<file path="src/rtl/egress_read_scheduler.sv">
// Per-output read scheduler for the shared-memory switch egress stage: round-robin source
// selection with a burst quota, gated by downstream tx_ready, plus an RD_LAT read-data tag pipe.
module egress_read_scheduler #(
    parameter int PORT_NUB  = 4,
    parameter int WIDTH_SEL = $clog2(PORT_NUB),
    parameter int BURST     = 4,
    parameter int RD_LAT    = 1
) (
    input  logic                          clk,
    input  logic                          rst_n,
    input  logic                          en,
    input  logic [PORT_NUB*PORT_NUB-1:0]  empty,
    input  logic [PORT_NUB-1:0]           tx_ready,
    output logic [WIDTH_SEL*PORT_NUB-1:0] rd_sel,
    output logic [PORT_NUB-1:0]           rd_en,
    output logic [PORT_NUB-1:0]           out_vld,
    output logic [WIDTH_SEL*PORT_NUB-1:0] out_src,
    output logic                          busy,
    output logic [PORT_NUB-1:0]           fsm_state
);

    localparam int CNT_W = $clog2(BURST + 1);

    typedef enum logic {
        IDLE  = 1'b0,
        SERVE = 1'b1
    } state_t;

    state_t               state_q [PORT_NUB];
    state_t               state_d [PORT_NUB];
    logic [WIDTH_SEL-1:0] ptr_q   [PORT_NUB];
    logic [WIDTH_SEL-1:0] ptr_d   [PORT_NUB];
    logic [WIDTH_SEL-1:0] src_q   [PORT_NUB];
    logic [WIDTH_SEL-1:0] src_d   [PORT_NUB];
    logic [CNT_W-1:0]     cnt_q   [PORT_NUB];
    logic [CNT_W-1:0]     cnt_d   [PORT_NUB];

    logic [PORT_NUB-1:0]  emp     [PORT_NUB];
    logic [WIDTH_SEL-1:0] pick    [PORT_NUB];
    logic [WIDTH_SEL-1:0] idx;
    logic [PORT_NUB-1:0]  found;
    logic [PORT_NUB-1:0]  src_empty;
    logic [PORT_NUB-1:0]  leave;

    logic [RD_LAT-1:0]    pv_q    [PORT_NUB];
    logic [WIDTH_SEL-1:0] ps_q    [PORT_NUB][RD_LAT];

    for (genvar gi = 0; gi < PORT_NUB; gi++) begin : g_emp
        assign emp[gi] = empty[gi*PORT_NUB +: PORT_NUB];
    end

    // Round-robin search: the lowest offset from ptr that is non-empty wins.
    always_comb begin
        found = '0;
        idx   = '0;
        for (int i = 0; i < PORT_NUB; i++) begin
            pick[i] = '0;
            for (int k = PORT_NUB - 1; k >= 0; k--) begin
                idx = WIDTH_SEL'((int'(ptr_q[i]) + k) % PORT_NUB);
                if (!emp[i][idx]) begin
                    found[i] = 1'b1;
                    pick[i]  = idx;
                end
            end
        end
    end

    // Handshake: a cell moves when rd_en is high at an edge; tx_ready is the downstream
    // ready and gates rd_en combinationally in the same cycle, with no registered lag.
    always_comb begin
        rd_en     = '0;
        src_empty = '0;
        rd_sel    = '0;
        fsm_state = '0;
        for (int i = 0; i < PORT_NUB; i++) begin
            src_empty[i] = emp[i][src_q[i]];
            rd_en[i]     = (state_q[i] == SERVE) && en && tx_ready[i] && !src_empty[i];
            rd_sel[i*WIDTH_SEL +: WIDTH_SEL] = src_q[i];
            fsm_state[i] = (state_q[i] == SERVE);
        end
    end

    always_comb begin
        leave = '0;
        for (int i = 0; i < PORT_NUB; i++) begin
            state_d[i] = state_q[i];
            ptr_d[i]   = ptr_q[i];
            src_d[i]   = src_q[i];
            cnt_d[i]   = cnt_q[i];
            case (state_q[i])
                IDLE: begin
                    if (en && found[i]) begin
                        src_d[i]   = pick[i];
                        cnt_d[i]   = '0;
                        state_d[i] = SERVE;
                    end
                end
                SERVE: begin
                    if (en) begin
                        if (src_empty[i]) begin
                            leave[i] = 1'b1;
                        end else if (tx_ready[i]) begin
                            if (cnt_q[i] == CNT_W'(BURST - 1)) leave[i] = 1'b1;
                            else cnt_d[i] = cnt_q[i] + CNT_W'(1);
                        end
                    end
                end
                default: state_d[i] = IDLE;
            endcase
            // Leaving a source puts it at the back of the rotation.
            if (leave[i]) begin
                state_d[i] = IDLE;
                ptr_d[i]   = WIDTH_SEL'((int'(src_q[i]) + 1) % PORT_NUB);
                cnt_d[i]   = '0;
            end
        end
    end

    always_ff @(posedge clk or negedge rst_n) begin
        if (!rst_n) begin
            for (int i = 0; i < PORT_NUB; i++) begin
                state_q[i] <= IDLE;
                ptr_q[i]   <= '0;
                src_q[i]   <= '0;
                cnt_q[i]   <= '0;
            end
        end else begin
            for (int i = 0; i < PORT_NUB; i++) begin
                state_q[i] <= state_d[i];
                ptr_q[i]   <= ptr_d[i];
                src_q[i]   <= src_d[i];
                cnt_q[i]   <= cnt_d[i];
            end
        end
    end

    // Tag pipe matching the FIFO read latency; it keeps shifting while en is low.
    always_ff @(posedge clk or negedge rst_n) begin
        if (!rst_n) begin
            for (int i = 0; i < PORT_NUB; i++) begin
                pv_q[i] <= '0;
                for (int s = 0; s < RD_LAT; s++) ps_q[i][s] <= '0;
            end
        end else begin
            for (int i = 0; i < PORT_NUB; i++) begin
                pv_q[i][0] <= rd_en[i];
                ps_q[i][0] <= src_q[i];
                for (int s = 1; s < RD_LAT; s++) begin
                    pv_q[i][s] <= pv_q[i][s-1];
                    ps_q[i][s] <= ps_q[i][s-1];
                end
            end
        end
    end

    always_comb begin
        out_vld = '0;
        out_src = '0;
        busy    = 1'b0;
        for (int i = 0; i < PORT_NUB; i++) begin
            out_vld[i] = pv_q[i][RD_LAT-1];
            out_src[i*WIDTH_SEL +: WIDTH_SEL] = ps_q[i][RD_LAT-1];
            busy = busy | fsm_state[i] | (|pv_q[i]);
        end
    end

endmodule

</file>
<file path="config.mk">
export PLATFORM = sky130hd
export DESIGN_NAME = egress_read_scheduler
export DESIGN_NICKNAME = d
export VERILOG_FILES = /design/src/rtl/egress_read_scheduler.sv
export SDC_FILE = /design/constraint.sdc
export NUM_CORES = 1
export LEC_CHECK = 0
export CORE_MARGIN = 2
export CORE_UTILIZATION = 54
export DETAILED_ROUTE_END_ITERATION = 16
export MAX_ROUTING_LAYER = met4
export PLACE_DENSITY = 0.85
export SLEW_MARGIN = 10
export SYNTH_ARGS = -nofsm -noshare
export SYNTH_HDL_FRONTEND = slang
export SYNTH_SLANG_ARGS = --single-unit
</file>
<file path="constraint.sdc">
create_clock -name clk -period 3.75 [get_ports clk]
set_input_delay 0.5625 -clock clk [delete_from_list [all_inputs] [get_ports clk]]
set_output_delay 0.5625 -clock clk [all_outputs]
set_load 0.02 [all_outputs]
</file>
==> parameters.txt <==
Parameter                              Value

Power and ir drop
  Share of total power consumed by net switching    38.9%
  Internal cell power    1.31 mW
  Proportion of power drawn by combinational gates    43.6%
  Clock share of power    14.5%
  Net switching power figure    0.833 mW
  Sequential cell fraction of total power    41.9%
  IR Drop Worst-Case VDD    509 uV
  Power per cell area    734 mW/mm^2
  Leakage    1.25 nW

Place
  Post-DP HPWL    3380 um
  Total instance count after detailed placement    309
  Dpl cell area    0.00282 mm^2
  Gpl congestion    0.835
  I/O Buffers    51

Floorplanning
  Io pins    52
  Number of placement rows    23
  Die boundary width    68.7 um
  Area of the die    0.00472 mm^2
  Placeable core region    0.00403 mm^2
  Starting utilization of the core area    56.1%
  Height of the die    68.7 um

Timing
  Setup TNS Final    0 ns
  Final hold violation count    0
  Worst-case clock skew    0.00537 ns
  Max-slew violation count    0
  Final count of negative-setup-slack endpoints    0
  Minimum clock period after layout    3.02 ns
  Slew at the pin closest to its max-slew limit    0.946 ns
  Highest clock frequency the design can meet    331 MHz
  Worst relative slew slack    37.0%
  Setup repair after global routing missed its margin    no
  Post-route fraction of the period consumed by the critical path    80.5%

Setup path
  CP Capture Type    output pin
  Setup crit start    empty[7]
  Required time reported for the critical path endpoint    3.19 ns
  Critical path class    in -> out
  Worst flop-to-flop path endpoint    ptr_q[3]
  Data arrival time of the worst path    2.46 ns
  Setup crit start kind    input pin
  Critical path peak fanout    7
  Worst r2r src    rd_sel[4]
  Depth of the most critical reg-to-reg path    4
  Setup slack of the worst register-to-register path    1.90 ns

Yosys
  Syn Std Cell Area    0.00226 mm^2
  Async SR Flop Fraction    100%
  Synthesis warning total    0
  Number of flip-flops and latches in the synthesized netlist    44
  Number of library cell types mapped by synthesis    33
  Net count of the mapped netlist    242
  Most used flip-flop cell after synthesis    sky130_fd_sc_hd__dfrtp_1
  Gate count after technology mapping    211
  Number of enable-type register cells in the synthesized netlist    0
  Post-synthesis sequential area ratio    48.7%
  Synthesized area per cell    10.7 um^2

Detailed routing
  Average routed wire per standard cell    14.3 um
  DRC    0
  Via-per-instance ratio    5.68
  Detailed Route Iter0 Violations    127
  Wire length after detailed routing    4530 um
  Via count    1799
  Residual antenna-violating net count after detailed routing    0
  Drt pass-1 iters    4

Layout
  Layout Cell Area excl Fill    0.00292 mm^2
  Register area    0.00110 mm^2
  Area of the multi-input gates    0.00109 mm^2
  Number of standard cells in the layout, taps in and fillers out    317
  Commonest cells after routing, fill and taps aside    sky130_fd_sc_hd__clkdlybuf4s50_1 (50), sky130_fd_sc_hd__dfrtp_1 (44), sky130_fd_sc_hd__nand2_1 (23)
  Antenna diode count    0
  Area growth from synthesis to final layout    29.0%
  Fillers    304
  Final net count    297
  Share of cells above drive strength 1    15.4%
  Most common library cell in the layout ignoring fill and taps    sky130_fd_sc_hd__clkdlybuf4s50_1
  Final design utilization    72.4%

Global route
  Combined global-route utilization of all metal layers    22.2%
  Wire length of the first global-routing pass    7540 um
  Total overflow reported by the global router    0
  Antenna violations before repair    0
  Number of global-route vias before repair    1662
  Pin count of the biggest net entering global routing    45

Clock tree
  TritonCTS clock tree    built
  Library cell used as clock root buffer    sky130_fd_sc_hd__clkbuf_8
  Number of clock buffers inserted by TritonCTS    5
  Number of buffers on the longest clock path    2
  Worst-path clk slew    0.08 ns
  Number of buffers inserted by hold repair at cts    0
  Setup bufs post-CTS    0
  Number of cells upsized or downsized after cts    0
  H-tree lvl count    2
  Clock latency on the worst-skew pair    0.29 ns
  Number of clock sinks seen by CTS    44

Run status
  Status    finished, final reports clean

Hold path
  Path class of the lowest-slack min-delay path    in -> async

Flow run
  Max-cap violations    0
==> per-stage QoR <==
stage               worst slack (ns)  power, mW  hold WS, ns
global placement               0.767       1.81        0.462
global route                   0.668       2.30        0.491
detailed placement             0.760       1.84        0.471
finish                         0.730       2.14        0.404
CTS                            0.744       2.16        0.451
floorplan                       1.75       1.44        0.267
==> cell type report <==
class / count / area share [%]
well taps: 50 / 2.15
inverters: 13 / 1.67
flip-flops and latches: 44 / 37.8
repair buffers: 52 / 17.6
clock buffers: 6 / 2.83
multi-input cells: 150 / 37.5
clock inverters: 2 / 0.515
==> layer usage <==
layer / vias up / share of wire (%) / GRT usage (%)
li1: 876 / - / -
met1: 875 / 46 / 28.0
met2: 41 / 49 / 36.4
met3: 7 / 3.6 / 4.87
met4: 0 / 1.1 / 5.88
met5: - / 0 / -
==> cells by family after synthesis <==
family | share of synthesized area (%)
AOI/OAI and AO/OA | 15.4
xor gates and xnor gates | 1.55
adders and majority gates | 4.43
buffers and inverters | 2.93
DFF | 48.7
muxes | 10.7
and+or+nand+nor | 16.2
==> registers in the layout (all words and copies together) (netlist names) <==
name / cells
cnt_q: 12
fsm_state: 4
out_src: 8
out_vld: 4
ptr_q: 8
rd_sel: 8
==> worst max-delay path, cell delays in order <==
cell and delay, ns:
sky130_fd_sc_hd__clkdlybuf4s50_1 0.51, sky130_fd_sc_hd__mux4_2 0.57, sky130_fd_sc_hd__nor2_1 0.18, sky130_fd_sc_hd__clkdlybuf4s50_1 0.63
==> worst max path at each step <==
| stage | endpoint | cells after the start |
|---|---|---|
| final | rd_en[1] | 4 |
| after global routing | rd_en[1] | 4 |
| after CTS | rd_en[1] | 4 |
| after detailed placement | rd_en[1] | 4 |
| after global placement | rd_en[1] | 4 |
| after floorplan | rd_en[2] | 2 |
==> Yosys cell counts (4+ instances only) <==
library cell               count  area share, %
sky130_fd_sc_hd__o21ai_1       8            1.8
sky130_fd_sc_hd__o21ai_2       4            1.5
sky130_fd_sc_hd__a211oi_1      6            2.0
sky130_fd_sc_hd__a21oi_1      16            3.5
sky130_fd_sc_hd__xor2_1        4            1.5
sky130_fd_sc_hd__or3_4         4            2.0
sky130_fd_sc_hd__or2_2         4            1.1
sky130_fd_sc_hd__a31oi_1       4            1.1
sky130_fd_sc_hd__inv_1        13            2.2
sky130_fd_sc_hd__nand2_1      23            3.8
sky130_fd_sc_hd__mux2_2       10            5.0
sky130_fd_sc_hd__o221ai_1      4            1.5
sky130_fd_sc_hd__ha_1          8            4.4
sky130_fd_sc_hd__mux4_2        4            4.0
sky130_fd_sc_hd__nand3_1       7            1.5
sky130_fd_sc_hd__dfrtp_1      44             49
sky130_fd_sc_hd__mux2i_1       4            1.8
sky130_fd_sc_hd__nand2b_1      6            1.7
sky130_fd_sc_hd__nand4_1       4            1.1
sky130_fd_sc_hd__nor2_1        8            1.3
sky130_fd_sc_hd__nand3_2       4            1.8
==> power by group through the flow <==
stage	sequential (mW)	clock [mW]	combinational, mW
floorplan	0.973	0	0.469
global placement	0.892	0	0.917
detailed placement	0.902	0	0.940
CTS	0.893	0.321	0.944
global route	0.932	0.339	1.03
finish	0.896	0.311	0.934
Note: power is estimated with default switching activity, not from simulation.
